==> src/rtl/usb_tx_encoder_if.sv <==
// usb_tx_encoder_if: request, data-buffer and line signals of the USB transmit encoder.
interface usb_tx_encoder_if;
  logic [1:0] TX_packet;
  logic [6:0] buffer_occupancy;
  logic [7:0] TX_packet_data;
  logic       get_TX_packet_data;
  logic       dp_out;
  logic       dm_out;
  logic       TX_transfer_active;
  logic       TX_error;
  modport master (
    output TX_packet, buffer_occupancy, TX_packet_data,
    input  get_TX_packet_data, dp_out, dm_out, TX_transfer_active, TX_error
  );
  modport slave (
    input  TX_packet, buffer_occupancy, TX_packet_data,
    output get_TX_packet_data, dp_out, dm_out, TX_transfer_active, TX_error
  );
endinterface

==> src/rtl/usb_tx_encoder.sv <==
// usb_tx_encoder: serialises SYNC/PID/DATA0 payload/CRC16 with bit stuffing and NRZI,
// then drives EOP; handshake packets ACK/NAK skip payload and CRC.
module usb_tx_encoder #(
  parameter int CLKS_PER_BIT = 4
) (
  input logic            clk,
  input logic            n_rst,
  usb_tx_encoder_if.slave bus
);
  typedef enum logic [2:0] {IDLE, SYNC, PID, DATA, CRC_LO, CRC_HI, EOP} state_t;
  localparam int TW = CLKS_PER_BIT > 1 ? $clog2(CLKS_PER_BIT) : 1;
  state_t        state_q, state_d;
  logic [TW-1:0] tmr_q, tmr_d;
  logic [3:0]    bit_q, bit_d, bit_n;
  logic [2:0]    ones_q, ones_d, ones_n;
  logic          stuff_q, stuff_d, lvl_q, lvl_d;
  logic [7:0]    sh_q, sh_d, src;
  logic [15:0]   crc_q, crc_d, crc_b;
  logic [1:0]    pkt_q, pkt_d;
  logic [6:0]    cnt_q, cnt_d;
  logic          busy, bit_end, load, cur, drv, more;
  always_comb begin
    busy = state_q != IDLE;
    bit_end = tmr_q == TW'(CLKS_PER_BIT - 1);
    // the payload byte is popped in the first cycle of its first bit and drives the line at once
    load = state_q == DATA && bit_q == 4'd0 && tmr_q == '0 && !stuff_q;
    src = load ? bus.TX_packet_data : sh_q;
    cur = !stuff_q && src[0];
    drv = cur ? lvl_q : ~lvl_q;
    crc_b = {1'b0, crc_q[15:1]} ^ ((crc_q[0] ^ cur) ? 16'hA001 : 16'h0000);
    more = bus.buffer_occupancy != 7'd0 && cnt_q != 7'd64;
    ones_n = cur ? ones_q + 3'd1 : 3'd0;
    bit_n = stuff_q ? bit_q : bit_q + 4'd1;
    state_d = state_q;
    tmr_d = busy && !bit_end ? tmr_q + 1'b1 : '0;
    bit_d = bit_q;
    ones_d = ones_q;
    stuff_d = stuff_q;
    lvl_d = lvl_q;
    sh_d = src;
    crc_d = crc_q;
    pkt_d = pkt_q;
    cnt_d = cnt_q + 7'(load);
    if (state_q == IDLE) begin
      if (bus.TX_packet != 2'd0) begin
        state_d = SYNC;
        pkt_d = bus.TX_packet;
        sh_d = 8'h80;
        bit_d = 4'd0;
        ones_d = 3'd0;
        stuff_d = 1'b0;
        lvl_d = 1'b1;
        crc_d = 16'hFFFF;
        cnt_d = 7'd0;
      end
    end else if (state_q == EOP) begin
      if (bit_end) begin
        bit_d = bit_q == 4'd2 ? 4'd0 : bit_q + 4'd1;
        state_d = bit_q == 4'd2 ? IDLE : EOP;
      end
    end else if (bit_end) begin
      lvl_d = drv;
      ones_d = ones_n;
      bit_d = bit_n;
      stuff_d = 1'b0;
      if (!stuff_q) begin
        sh_d = src >> 1;
        if (state_q == DATA) crc_d = crc_b;
      end
      if (!stuff_q && ones_n == 3'd6) begin
        stuff_d = 1'b1;
        ones_d = 3'd0;
      end else if (bit_n == 4'd8) begin
        bit_d = 4'd0;
        case (state_q)
          SYNC: begin
            state_d = PID;
            sh_d = pkt_q == 2'd1 ? 8'hC3 : pkt_q == 2'd2 ? 8'hD2 : 8'h5A;
            crc_d = 16'hFFFF;
          end
          PID, DATA: begin
            state_d = pkt_q != 2'd1 ? EOP : more ? DATA : CRC_LO;
            sh_d = ~crc_d[7:0];
          end
          CRC_LO: begin
            state_d = CRC_HI;
            sh_d = ~crc_q[15:8];
          end
          default: state_d = EOP;
        endcase
      end
    end
  end
  always_ff @(posedge clk or negedge n_rst) begin
    if (!n_rst) begin
      state_q <= IDLE;
      tmr_q <= '0;
      bit_q <= 4'd0;
      ones_q <= 3'd0;
      stuff_q <= 1'b0;
      lvl_q <= 1'b1;
      sh_q <= 8'h00;
      crc_q <= 16'hFFFF;
      pkt_q <= 2'd0;
      cnt_q <= 7'd0;
    end else begin
      state_q <= state_d;
      tmr_q <= tmr_d;
      bit_q <= bit_d;
      ones_q <= ones_d;
      stuff_q <= stuff_d;
      lvl_q <= lvl_d;
      sh_q <= sh_d;
      crc_q <= crc_d;
      pkt_q <= pkt_d;
      cnt_q <= cnt_d;
    end
  end
  assign bus.get_TX_packet_data = load;
  assign bus.dp_out = state_q == IDLE ? 1'b1 : state_q == EOP ? bit_q == 4'd2 : drv;
  assign bus.dm_out = state_q == IDLE || state_q == EOP ? 1'b0 : ~drv;
  assign bus.TX_transfer_active = busy;
  assign bus.TX_error = busy && bus.TX_packet != 2'd0;
endmodule

==> src/flat_wrapper.sv <==
// flat-port wrapper written by rule: the top's interface ports become plain ports
module usb_tx_encoder_flat 
#(
  parameter int CLKS_PER_BIT = 4
)
  (clk, n_rst, bus_TX_packet, bus_buffer_occupancy, bus_TX_packet_data, bus_get_TX_packet_data, bus_dp_out, bus_dm_out, bus_TX_transfer_active, bus_TX_error);
  usb_tx_encoder_if bus_i ();
  input logic clk;
  input logic n_rst;
  input wire logic [$bits(bus_i.TX_packet)-1:0] bus_TX_packet;
  input wire logic [$bits(bus_i.buffer_occupancy)-1:0] bus_buffer_occupancy;
  input wire logic [$bits(bus_i.TX_packet_data)-1:0] bus_TX_packet_data;
  output wire logic [$bits(bus_i.get_TX_packet_data)-1:0] bus_get_TX_packet_data;
  output wire logic [$bits(bus_i.dp_out)-1:0] bus_dp_out;
  output wire logic [$bits(bus_i.dm_out)-1:0] bus_dm_out;
  output wire logic [$bits(bus_i.TX_transfer_active)-1:0] bus_TX_transfer_active;
  output wire logic [$bits(bus_i.TX_error)-1:0] bus_TX_error;
  assign bus_i.TX_packet = bus_TX_packet;
  assign bus_i.buffer_occupancy = bus_buffer_occupancy;
  assign bus_i.TX_packet_data = bus_TX_packet_data;
  assign bus_get_TX_packet_data = bus_i.get_TX_packet_data;
  assign bus_dp_out = bus_i.dp_out;
  assign bus_dm_out = bus_i.dm_out;
  assign bus_TX_transfer_active = bus_i.TX_transfer_active;
  assign bus_TX_error = bus_i.TX_error;
  usb_tx_encoder #(.CLKS_PER_BIT(CLKS_PER_BIT)) u_core (.clk(clk), .n_rst(n_rst), .bus(bus_i));
endmodule
==> config.mk <==
export PLATFORM = sky130hd
export DESIGN_NAME = usb_tx_encoder_flat
export DESIGN_NICKNAME = d
export VERILOG_FILES = /design/src/rtl/usb_tx_encoder_if.sv /design/src/rtl/usb_tx_encoder.sv /design/src/flat_wrapper.sv
export SDC_FILE = /design/constraint.sdc
export NUM_CORES = 1
export LEC_CHECK = 0
export BUFFER_PORTS_ARGS = -buffer_cell sky130_fd_sc_hd__clkbuf_2
export CAP_MARGIN = 20
export CORE_MARGIN = 3
export CORE_UTILIZATION = 60
export CTS_BUF_LIST = sky130_fd_sc_hd__clkbuf_8
export DETAILED_ROUTE_END_ITERATION = 10
export PLACE_DENSITY_LB_ADDON = 0.25
export REMOVE_ABC_BUFFERS = 1
export SYNTH_ARGS = -nofsm -noshare
export SYNTH_HDL_FRONTEND = slang
export SYNTH_SLANG_ARGS = --single-unit
==> constraint.sdc <==
create_clock -name clk -period 6.6 [get_ports clk]
set_clock_uncertainty 0.1 [all_clocks]
set_input_delay 0 -clock clk [delete_from_list [all_inputs] [get_ports clk]]
set_output_delay 0 -clock clk [all_outputs]
set_load 0.01 [all_outputs]
==> run_results.csv <==
group,metric,value,unit
status,status,"finished, final reports clean",
detailed_routing,detailedRoute.firstIterationViolations,313,
finish,ff_latch_area,1197,um^2
die,start_util,63.35,%
run,maxCapViolCount,0,
synth,synthAdderAreaFrac,3.690,%
clock_network,postCtsSetupBuffers,0,
global_route,grt_pass1_wl,12510,um
worst_hold_path,min_path_cells,5,
synth,syn_inst,331,
synth,synth-compound-area-share,22.55,%
synth,synth_cell_types,70,
synth,ys_ff_latch,47,
die,fp.coreArea,4817,um^2
place,io_buffers,23,
worst_setup_path,rr_startpoint,"u_core.state_q[1]$_DFFE_PN0P_",
clock_network,cts_num_sinks,47,
place,gp_congestion,0.9412,
timing,setup_violations,0,
synth,synth_area,3052,um^2
worst_setup_path,reg2reg_depth,6,
detailed_routing,remaining_drc_errors,0,
finish,n_fill_cell,372,
clock_network,ctsResizeCount,0,
detailed_routing,drt-total-wl,7360,um
place,dpl.hpwl,5336,um
timing,maxSlewViolCount,0,
clock_network,cts.clk_slew.worst_paths,0.08,ns
pwr,peakVddDrop,155.2,uV
synth,synth-xor-area-share,4.551,%
synth,synthFlopType,"dfrtp_1",
worst_setup_path,critPathMaxFanout,22,
global_route,grtUsageTotal,26.10,%
timing,rsz0062_at_grt,"false",
detailed_routing,wl_per_cell,17.32,um
synth,synthArstFlopShare,100.0,%
synth,yosysWarnings,0,
worst_hold_path,hp-class,"input port to flop",
timing,setup_tns,0,ns
timing,fin_ws,3.553,ns
clock_network,h-tree-depth,2,
finish,drive_gt1_share,16.76,%
die,io_pins,24,
synth,synth.area.mux_share,4.018,%
finish,multi_input_area,1724,um^2
die,row_count,25,
finish,finalNetCount,385,
finish,final_cells,425,
finish,syn_to_final_growth,12.18,%
global_route,antenna_found_initial,0,
global_route,grt_overflow,0,
clock_network,cts-root-buf,"clkbuf_8",
worst_setup_path,critical_path.startpoint,"u_core.state_q[1]$_DFFE_PN0P_",
detailed_routing,dr.pass1.iters,6,
worst_setup_path,cp.arrival,2.95,ns
timing,period_needed,3.047,ns
worst_setup_path,endpoint,"bus_dp_out",
detailed_routing,postRouteAntennaNets,0,
detailed_routing,viasPerCell,6.327,
worst_setup_path,end_kind,"output port",
worst_setup_path,r2r_slack,3.64,ns
worst_setup_path,r2r_end,"u_core.sh_q[7]$_DFF_PN0_",
clock_network,ctsLongestPathBuffers,2,
timing,fmax,328.2,MHz
synth,syn_area_per_cell,9.220,um^2
pwr,p_leak,1.452,nW
detailed_routing,num_vias,2689,
die,dieArea,5978,um^2
worst_setup_path,start_kind,"flop",
global_route,grt_max_degree,25,
clock_network,clock_latency,0.30,ns
timing,hold_violations,0,
finish,utilization,71.06,%
synth,synth_top_family_by_area,"compound AO/OA/AOI/OAI gates",
synth,synth_simple_gate_area_share,21.69,%
global_route,grt_pass1_vias,2576,
timing,worst_pin_slew,0.6837,ns
finish,num_antenna_cells,0,
pwr,p_per_area,265.2,nW/um^2
synth,synth_edf_count,0,
synth,ys_seq_area_share,39.24,%
clock_network,cts_buffers,5,
place,placedCellCount,407,
worst_setup_path,critPathRequiredTime,6.50,ns
die,die_height,77.32,um
timing,fin_crit_sh,46.17,%
timing,relSlewSlack,54.42,%
worst_setup_path,path_class,"flop to output port",
clock_network,cts_tree,"built",
die,die_w,77.32,um
place,place_ws,3.744,ns
## how the worst min path moves through the flow
stage                                startpoint                     endpoint  slack [ns]
after floorplan                           n_rst  u_core.bit_q[0]$_DFFE_PN0P_       -0.40
after global placement         bus_TX_packet[1]  u_core.pkt_q[1]$_DFFE_PN0P_        0.15
after detailed placement                  n_rst  u_core.bit_q[3]$_DFFE_PN0P_       -0.05
after CTS                 bus_TX_packet_data[7]     u_core.sh_q[6]$_DFF_PN0_        0.05
after global routing      bus_TX_packet_data[7]     u_core.sh_q[6]$_DFF_PN0_        0.09
final                     bus_TX_packet_data[7]     u_core.sh_q[6]$_DFF_PN0_        0.08
## power by group
part           internal (mW)  switching, mW  leakage [nW]
Clock                  0.123         0.0978        0.0612
Combinational          0.133          0.208         0.808
Sequential             0.317         0.0294         0.583
## placed cells by master (no fill, tap or decap), types with 2 or more instances in the layout
master	instances
nand2_1	35
nor2_1	34
dfrtp_1	30
clkbuf_2	23
a21oi_1	21
dfstp_2	17
o22a_1	14
inv_1	12
o21ai_0	12
o22ai_1	12
xnor2_1	11
mux2i_1	10
dlygate4sd3_1	10
ha_1	9
nand2b_1	7
nor2b_1	6
o21a_1	6
clkbuf_8	6
nor3_1	5
nand3_1	5
and3_1	4
nand4b_1	4
xor2_1	3
nor3b_1	3
a32o_1	3
o32ai_1	3
nor4b_1	2
nand4_1	2
and2_1	2
a31oi_1	2
a211oi_1	2
o21ai_1	2
or4_1	2
a22o_1	2
## sequential cells by signal, summed over array words and instances, names as in the netlist, 2 cells and up
signal / flops
u_core.ones_q: 3
u_core.sh_q: 8
u_core.tmr_q: 2
u_core.state_q: 3
u_core.cnt_q: 7
u_core.bit_q: 4
u_core.pkt_q: 2
u_core.crc_q: 16
## metrics by stage
step | power [mW] | area (um^2) | hold WS, ns
floorplan | 0.5764 | 2979 | -0.3956
global placement | 0.6692 | 3178 | 0.1457
detailed placement | 0.6756 | 3206 | -0.04993
CTS | 0.9068 | 3423 | 0.04820
global route | 0.9652 | 3423 | 0.08512
finish | 0.9078 | 3423 | 0.07717
## Yosys cell counts, types with 4 or more instances
cell      count  area (um^2)
o21a_1        6        45.04
nand2b_1      7        43.79
ha_1          9        112.6
mux2i_1      10        100.1
inv_1        12        45.04
buf_2         4        20.02
dfstp_2      17        446.7
o22a_1       14        122.6
a21oi_1      21        105.1
nor2_1       34        127.6
and3_1        4        25.02
nand3_1       5        25.02
xnor2_1      11        96.34
dfrtp_1      30        750.7
o21ai_0      12        60.06
nand4b_1      4        35.03
nor2b_1       6        37.54
o22ai_1      12        75.07
nor3_1        5        25.02
clkbuf_1      8        30.03
nand2_1      35        131.4
## per-layer routing
metal / wire (um) / part of all wire [%] / global-route usage (%) / vias to the layer above
li1: - / - / - / 1264
met1: 3341 / 45 / 37.86 / 1284
met2: 3343 / 45 / 38.86 / 125
met3: 522 / 7.1 / 5.047 / 16
met4: 153 / 2.1 / 9.253 / 0
met5: 0 / 0 / 0 / -
## worst max-delay path, cell delays in order, from the launching register on
cell      delay, ns
dfrtp_1        0.78
and4bb_1       0.62
nand2_8        0.16
inv_6          0.14
a31o_1         0.32
xnor2_1        0.13
a21oi_1        0.27
nor2_1         0.09
clkbuf_2       0.13
## layout make-up
| type | instances | area share (%) |
|---|---|---|
| Multi-Input combinational cell | 255 | 50.37 |
| Sequential cell | 47 | 34.98 |
| Timing Repair Buffer | 34 | 7.091 |
| Tap cell | 67 | 2.449 |
| Clock buffer | 6 | 2.412 |
| Inverter | 14 | 1.681 |
| Clock inverter | 2 | 1.023 |
## logic make-up after synthesis
logic type | after synthesis
AOI/OAI and AO/OA | 96
xor gates and xnor gates | 15
adders and majority gates | 9
buffers and inverters | 29
DFF | 47
muxes | 12
and+or+nand+nor | 123
## repair_timing
item | 4_1_cts | 5_1_grt
setup endpoints to repair | 0 | 0
hold buffers | 10 | 0
hold endpoints to repair | 18 | 0
Note: power is estimated with default switching activity, not from simulation.
